--- src/rtl/mips_pkg.sv ---
// Shared constants for the multicycle MIPS control path: opcodes, functs,
// ALU control codes and the 4-bit FSM state encoding.
package mips_pkg;

  localparam logic [5:0] OP_RTYPE = 6'b000000;
  localparam logic [5:0] OP_LW    = 6'b100011;
  localparam logic [5:0] OP_SW    = 6'b101011;
  localparam logic [5:0] OP_BEQ   = 6'b000100;
  localparam logic [5:0] OP_ADDI  = 6'b001000;
  localparam logic [5:0] OP_J     = 6'b000010;

  localparam logic [5:0] FN_ADD = 6'b100000;
  localparam logic [5:0] FN_SUB = 6'b100010;
  localparam logic [5:0] FN_AND = 6'b100100;
  localparam logic [5:0] FN_OR  = 6'b100101;
  localparam logic [5:0] FN_SLT = 6'b101010;

  localparam logic [2:0] ALU_ADD = 3'b010;
  localparam logic [2:0] ALU_SUB = 3'b110;
  localparam logic [2:0] ALU_AND = 3'b000;
  localparam logic [2:0] ALU_OR  = 3'b001;
  localparam logic [2:0] ALU_SLT = 3'b111;

  localparam logic [1:0] ALUOP_ADD   = 2'b00;
  localparam logic [1:0] ALUOP_SUB   = 2'b01;
  localparam logic [1:0] ALUOP_FUNCT = 2'b10;

  typedef logic [3:0] state_t;

  localparam state_t S_FETCH  = 4'd0;
  localparam state_t S_DECODE = 4'd1;
  localparam state_t S_MEMADR = 4'd2;
  localparam state_t S_MEMRD  = 4'd3;
  localparam state_t S_MEMWB  = 4'd4;
  localparam state_t S_MEMWR  = 4'd5;
  localparam state_t S_EXEC   = 4'd6;
  localparam state_t S_ALUWB  = 4'd7;
  localparam state_t S_BRANCH = 4'd8;
  localparam state_t S_ADDIEX = 4'd9;
  localparam state_t S_ADDIWB = 4'd10;
  localparam state_t S_JUMP   = 4'd11;

endpackage

--- src/rtl/mips_alu_decoder.sv ---
// ALU control decode: fixed add/sub for address and compare work, funct-driven
// for R-type execute. funct_valid flags the supported R-type subset.
module mips_alu_decoder
  import mips_pkg::*;
(
  input  logic [1:0] aluop_i,
  input  logic [5:0] funct_i,
  output logic [2:0] alucontrol_o,
  output logic       funct_valid_o
);

  logic [2:0] fn_ctrl;

  always_comb begin
    fn_ctrl       = ALU_ADD;
    funct_valid_o = 1'b1;
    case (funct_i)
      FN_ADD:  fn_ctrl = ALU_ADD;
      FN_SUB:  fn_ctrl = ALU_SUB;
      FN_AND:  fn_ctrl = ALU_AND;
      FN_OR:   fn_ctrl = ALU_OR;
      FN_SLT:  fn_ctrl = ALU_SLT;
      default: funct_valid_o = 1'b0;
    endcase
  end

  always_comb begin
    case (aluop_i)
      ALUOP_ADD: alucontrol_o = ALU_ADD;
      ALUOP_SUB: alucontrol_o = ALU_SUB;
      default:   alucontrol_o = fn_ctrl;
    endcase
  end

endmodule

--- src/rtl/mips_multicycle_ctrl.sv ---
// Main control FSM for the multicycle MIPS core: state register, next-state
// and Moore output decode, memory-ready stalls and the retired-instruction counter.
module mips_multicycle_ctrl
  import mips_pkg::*;
#(
  parameter bit HAS_MEM_READY = 1'b1,
  parameter int RETIRE_W      = 32
) (
  input  logic                clk,
  input  logic                reset,
  input  logic [5:0]          op,
  input  logic [5:0]          funct,
  input  logic                zero,
  input  logic                mem_ready,
  output logic                iord,
  output logic                memwrite,
  output logic                irwrite,
  output logic                regdst,
  output logic                memtoreg,
  output logic                regwrite,
  output logic                alusrca,
  output logic [1:0]          alusrcb,
  output logic [1:0]          pcsrc,
  output logic [2:0]          alucontrol,
  output logic                pcen,
  output logic [3:0]          state_dbg,
  output logic                retire,
  output logic                illegal,
  output logic [RETIRE_W-1:0] retired_cnt
);

  state_t              state_q, state_d;
  logic [RETIRE_W-1:0] cnt_q, cnt_d;

  logic       ready;
  logic [1:0] aluop;
  logic [2:0] dec_ctrl;
  logic       funct_valid;
  logic       alu_used;
  logic       pcwrite, branch;
  logic       irwrite_r, memwrite_r, regwrite_r, retire_r, illegal_r;

  assign ready = HAS_MEM_READY ? mem_ready : 1'b1;

  mips_alu_decoder u_aludec (
    .aluop_i       (aluop),
    .funct_i       (funct),
    .alucontrol_o  (dec_ctrl),
    .funct_valid_o (funct_valid)
  );

  always_comb begin
    state_d    = S_FETCH;
    aluop      = ALUOP_ADD;
    alu_used   = 1'b0;
    iord       = 1'b0;
    regdst     = 1'b0;
    memtoreg   = 1'b0;
    alusrca    = 1'b0;
    alusrcb    = 2'b00;
    pcsrc      = 2'b00;
    pcwrite    = 1'b0;
    branch     = 1'b0;
    irwrite_r  = 1'b0;
    memwrite_r = 1'b0;
    regwrite_r = 1'b0;
    retire_r   = 1'b0;
    illegal_r  = 1'b0;
    case (state_q)
      S_FETCH: begin
        alu_used = 1'b1;
        alusrcb  = 2'b01;
        if (ready) begin
          irwrite_r = 1'b1;
          pcwrite   = 1'b1;
          state_d   = S_DECODE;
        end else begin
          state_d = S_FETCH;
        end
      end
      S_DECODE: begin
        alu_used = 1'b1;
        alusrcb  = 2'b11;
        case (op)
          OP_LW, OP_SW: state_d = S_MEMADR;
          OP_BEQ:       state_d = S_BRANCH;
          OP_ADDI:      state_d = S_ADDIEX;
          OP_J:         state_d = S_JUMP;
          OP_RTYPE: begin
            if (funct_valid) state_d = S_EXEC;
            else             illegal_r = 1'b1;
          end
          default: illegal_r = 1'b1;
        endcase
      end
      S_MEMADR: begin
        alu_used = 1'b1;
        alusrca  = 1'b1;
        alusrcb  = 2'b10;
        if (op == OP_LW)      state_d = S_MEMRD;
        else if (op == OP_SW) state_d = S_MEMWR;
      end
      S_MEMRD: begin
        iord    = 1'b1;
        state_d = ready ? S_MEMWB : S_MEMRD;
      end
      S_MEMWB: begin
        memtoreg   = 1'b1;
        regwrite_r = 1'b1;
        retire_r   = 1'b1;
      end
      // The write strobe stays up for the whole stall; retire only on completion.
      S_MEMWR: begin
        iord       = 1'b1;
        memwrite_r = 1'b1;
        if (ready) retire_r = 1'b1;
        else       state_d  = S_MEMWR;
      end
      S_EXEC: begin
        alu_used = 1'b1;
        alusrca  = 1'b1;
        aluop    = ALUOP_FUNCT;
        state_d  = S_ALUWB;
      end
      S_ALUWB: begin
        regdst     = 1'b1;
        regwrite_r = 1'b1;
        retire_r   = 1'b1;
      end
      S_BRANCH: begin
        alu_used = 1'b1;
        alusrca  = 1'b1;
        aluop    = ALUOP_SUB;
        pcsrc    = 2'b01;
        branch   = 1'b1;
        retire_r = 1'b1;
      end
      S_ADDIEX: begin
        alu_used = 1'b1;
        alusrca  = 1'b1;
        alusrcb  = 2'b10;
        state_d  = S_ADDIWB;
      end
      S_ADDIWB: begin
        regwrite_r = 1'b1;
        retire_r   = 1'b1;
      end
      S_JUMP: begin
        pcsrc    = 2'b10;
        pcwrite  = 1'b1;
        retire_r = 1'b1;
      end
      default: state_d = S_FETCH;
    endcase
  end

  // Strobes are masked combinationally so an async reset kills them mid-cycle.
  assign irwrite    = irwrite_r  & ~reset;
  assign memwrite   = memwrite_r & ~reset;
  assign regwrite   = regwrite_r & ~reset;
  assign retire     = retire_r   & ~reset;
  assign illegal    = illegal_r  & ~reset;
  assign pcen       = (pcwrite | (branch & zero)) & ~reset;
  assign alucontrol = alu_used ? dec_ctrl : 3'b000;
  assign state_dbg  = state_q;
  assign retired_cnt = cnt_q;

  assign cnt_d = retire_r ? cnt_q + {{(RETIRE_W-1){1'b0}}, 1'b1} : cnt_q;

  always_ff @(posedge clk or posedge reset) begin
    if (reset) begin
      state_q <= S_FETCH;
      cnt_q   <= '0;
    end else begin
      state_q <= state_d;
      cnt_q   <= cnt_d;
    end
  end

endmodule

--- config.mk ---
export PLATFORM = sky130hd
export DESIGN_NAME = mips_multicycle_ctrl
export DESIGN_NICKNAME = d
export VERILOG_FILES = /design/src/rtl/mips_pkg.sv /design/src/rtl/mips_alu_decoder.sv /design/src/rtl/mips_multicycle_ctrl.sv
export SDC_FILE = /design/constraint.sdc
export NUM_CORES = 1
export LEC_CHECK = 0
export ABC_AREA = 1
export CORE_ASPECT_RATIO = 2
export CORE_MARGIN = 2
export CORE_UTILIZATION = 49
export CTS_CLUSTER_DIAMETER = 60
export DETAILED_ROUTE_END_ITERATION = 12
export GPL_ROUTABILITY_DRIVEN = 0
export HOLD_SLACK_MARGIN = 0.08
export PLACE_DENSITY = 0.82
export SLEW_MARGIN = 20
export SYNTH_ARGS = -nofsm -noshare
export SYNTH_HDL_FRONTEND = slang
export SYNTH_SLANG_ARGS = --single-unit
--- constraint.sdc ---
create_clock -name clk -period 2.6 [get_ports clk]
set_input_delay 0.65 -clock clk [delete_from_list [all_inputs] [get_ports clk]]
set_output_delay 0.65 -clock clk [all_outputs]
set_load 0.01 [all_outputs]
==> summary.txt <==
Run status
  – Status: complete, no violations

Yosys
  – Area contributors post-synth: sky130_fd_sc_hd__dfrtp_1, sky130_fd_sc_hd__nand2_1, sky130_fd_sc_hd__nor2_1
  – Post-synthesis sequential area ratio: 0.340
  – Synth Instances: 445
  – EDFF count, synth: 0
  – Synth warn: 0
  – Syn_nets: 462
  – Area share of the largest cell type after synthesis: 0.340
  – Post-synth top flop: sky130_fd_sc_hd__dfrtp_1
  – Synthesized flop and latch total: 36
  – Share of async-settable or async-resettable flops after synthesis: 1.00
  – Synth Area per Inst: 5.95 µm²
  – Yosys top cell by area: sky130_fd_sc_hd__dfrtp_1
  – Unique masters post-synth: 22
  – Synth Cell Area: 0.00265 mm²

Finish
  – Final-stage net count: 548
  – Area growth syn-to-layout: 37.3%
  – Post-layout utilization of the core: 0.701
  – Sequential cell area: 902 µm²
  – Number of fillers in the final layout: 466
  – Multi-input logic area: 0.00157 mm²
  – Post-layout instance count excluding filler cells: 589
  – Diode count: 0
  – Share of layout cells above drive strength 1: 0.0942

Flow run
  – Number of max-cap violations: 0

Clock network
  – Post CTS Setup Buffer Count: 0
  – Clock network latency to the later pin of the worst-skew pair: 0.29 ns
  – Sinks on Clock Net: 36
  – Clock buffers created by TritonCTS: 5
  – TritonCTS clock tree: built
  – Buffer type at the clock tree root: sky130_fd_sc_hd__clkbuf_8
  – Count of H-tree levels built during CTS: 2
  – Post-CTS clock slew at the launch and capture registers of the worst setup and hold paths: 0.07 ns
  – Maximum clock insertion buffer count: 2

Timing
  – Total of endpoints with negative setup slack in the final report: 0
  – Setup repair after global routing missed its margin: true
  – Final Hold Slack: 0.523 ns
  – Achievable clock frequency: 0.393 GHz
  – Slew Limit Headroom: 0.738
  – Min Clock Period, post-route: 2.54 ns
  – Final period utilization: 0.978
  – Final Skew: 0.00696 ns
  – Max-slew violation count: 0
  – Transition time at the pin with the least slew margin: 0.391 ns
  – Final Worst Setup Slack: 0.0576 ns
  – Final setup TNS: 0 ns
  – Number of failing hold endpoints at the final stage: 0

Setup path
  – Endpoint arrival time on the critical path: 1.89 ns
  – Startpoint kind of the worst setup timing path: flop
  – Worst-path maximum fanout: 4
  – Capturing element type of the critical path: primary output
  – Largest stage delay, worst path: 0.53 ns
  – Required time worst endpoint: 1.95 ns
  – Crit Path Category: flop to primary output
  – Worst-path cell with the longest stage delay: sky130_fd_sc_hd__clkdlybuf4s50_1
  – Series of cell instances along the critical path: inv_1 > nand2_2 > nor2_2 > nor2_2 > o21ai_0 > nand2_1 > inv_1 > clkdlybuf4s50_1

Detailed routing
  – Routed length per instance: 13.6 µm
  – Number of detailed-routing iterations run before antenna repair: 4
  – Avg Vias per Cell: 5.20
  – # DRC: 0
  – Number of antenna-violating nets in the routed design: 0
  – Met2 wirelength from detailed routing: 4.47 mm
  – Top metal layer carrying routed signals: met4
  – Via count of the routed design: 3,064
  – Final wirelength: 8.03 mm
  – Met3 WL: 359 µm
  – Metal1 wirelength: 2.68 mm
  – Violation count after the first detailed-routing iteration: 69

Place
  – # port buffers: 68
  – Placed insts: 582
  – Post-detailed-placement half-perimeter wirelength: 6.19 mm
  – Minimum setup slack after placement: -0.385 ns

Power and ir drop
  – Int Pwr: 905 µW
  – Portion of total power attributed to the clock network: 0.291
  – Switching Fraction: 0.303
  – Share of power burned in combinational logic: 0.226
  – PD cells: 357 mW/mm²
  – Worst voltage drop across the vdd grid: 0.315 mV
  – Part of the total power dissipated in sequential elements: 0.483
  – Net load switching power: 394 µW
  – Leakage component of the power: 1.80 nW

Worst hold path
  – HP Class: flop to flop

Die
  – Initial Utilization: 0.510
  – Area of the core region: 0.00518 mm²
  – Die outline area: 0.00604 mm²
  – Die Y: 108 µm
  – Boundary pin count: 69
  – DIE WIDTH: 56.0 µm
  – Placement Rows: 37

Global route
  – Largest net degree at the start of global routing: 37
  – Number of antenna violations at the first check in global routing: 0
  – Total congestion overflow: 0
  – Wire length of the first global-routing pass: 13.0 mm
  – Overall fraction of global-route tracks in use: 0.271
  – Number of global-route vias before repair: 3,074
-- worst max-delay path, delay by kind of cell, from the launching register on --
| kind | cells | cell delay (ns) |
|---|---|---|
| flip-flops | 1 | 0.43 |
| AO/OA/AOI/OAI | 1 | 0.08 |
| AND/OR/NAND/NOR | 4 | 0.41 |
| buffers and inverters | 3 | 0.67 |
-- path summary, 6_finish.rpt --
kind,from,endpoint,slack [ns],cells past startpoint
max,state_dbg[3],regwrite,0.06,8
min,retired_cnt[10],retired_cnt[10],0.52,1
max reg2reg,retired_cnt[0],retired_cnt[16],0.84,8
min reg2reg,retired_cnt[10],retired_cnt[10],0.52,1
max in group asynchronous,reset,retired_cnt[23],1.50,3
min in group asynchronous,reset,state_dbg[3],0.81,3
-- cell families after synthesis --
logic type | Yosys count | synth area share
AO/OA/AOI/OAI | 17 | 0.0336
AND/OR/NAND/NOR | 318 | 0.483
adder cells (fa/ha/maj) | 1 | 0.00473
flip-flops | 36 | 0.340
XOR/XNOR | 13 | 0.0430
buffers and inverters | 60 | 0.0955
-- final cells by class --
class / count / area share
multi-input combinational: 349 / 0.431
sequential: 36 / 0.248
timing repair buffer: 84 / 0.222
inverter: 55 / 0.0568
clock buffer: 6 / 0.0200
tap: 58 / 0.0200
clock inverter: 1 / 0.00138
-- layout by cell type, fill, tap and decap left out, drive strengths merged --
cell | netlist | layout
nand2 | 194 | 194
nor2 | 85 | 85
clkdlybuf4s50 | 0 | 55
inv | 55 | 55
dfrtp | 36 | 36
nand3 | 31 | 31
buf | 5 | 16
o21ai | 11 | 11
xor2 | 9 | 9
dlymetal6s2s | 0 | 7
clkbuf | 0 | 7
nand4 | 6 | 6
a21oi | 5 | 5
xnor2 | 4 | 4
dlygate4sd2 | 0 | 4
nor3 | 2 | 2
o22a | 1 | 1
ha | 1 | 1
clkinv | 0 | 1
clkdlybuf4s15 | 0 | 1
-- power by group through the flow --
stage	clock network (mW)	registers [mW]	logic, mW
2_1_floorplan	0	0.640	0.128
3_3_place_gp	0	0.636	0.282
3_5_place_dp	0	0.637	0.287
4_1_cts	0.384	0.626	0.288
5_1_grt	0.401	0.629	0.325
6_report	0.378	0.627	0.294
-- stage by stage --
stage / power [mW] / cell area [µm²]
3_5_place_dp: 0.924 / 3470
4_1_cts: 1.30 / 3560
6_report: 1.30 / 3630
2_1_floorplan: 0.768 / 2650
3_3_place_gp: 0.918 / 3470
5_1_grt: 1.35 / 3630
-- per-layer routing --
| metal | vias up | track usage |
|---|---|---|
| met3 | 42 | 0.0455 |
| li1 | 1529 | - |
| met1 | 1388 | 0.244 |
| met2 | 105 | 0.526 |
| met5 | - | 0 |
| met4 | 0 | 0.185 |
-- flip-flops by register name, summed over array words and instances, names as in the netlist --
signal / count
state_dbg: 4
retired_cnt: 32
-- cell usage after synthesis, types with 3 or more instances --
cell                      number
sky130_fd_sc_hd__xor2_1        9
sky130_fd_sc_hd__a21oi_1       5
sky130_fd_sc_hd__inv_1        53
sky130_fd_sc_hd__o21ai_0       8
sky130_fd_sc_hd__nand2_1     193
sky130_fd_sc_hd__buf_6         3
sky130_fd_sc_hd__nor2_1       82
sky130_fd_sc_hd__xnor2_1       4
sky130_fd_sc_hd__nand3_1      30
sky130_fd_sc_hd__o21ai_1       3
sky130_fd_sc_hd__dfrtp_1      36
sky130_fd_sc_hd__nand4_1       6
-- what timing repair did --
action                                  4_1_cts  5_1_grt
hold buffers                                  0        0
pin swaps                                     0        4
gates resized for setup                      11       30
endpoints found under the setup margin        8       10
Power figures use the tool's default switching activity.
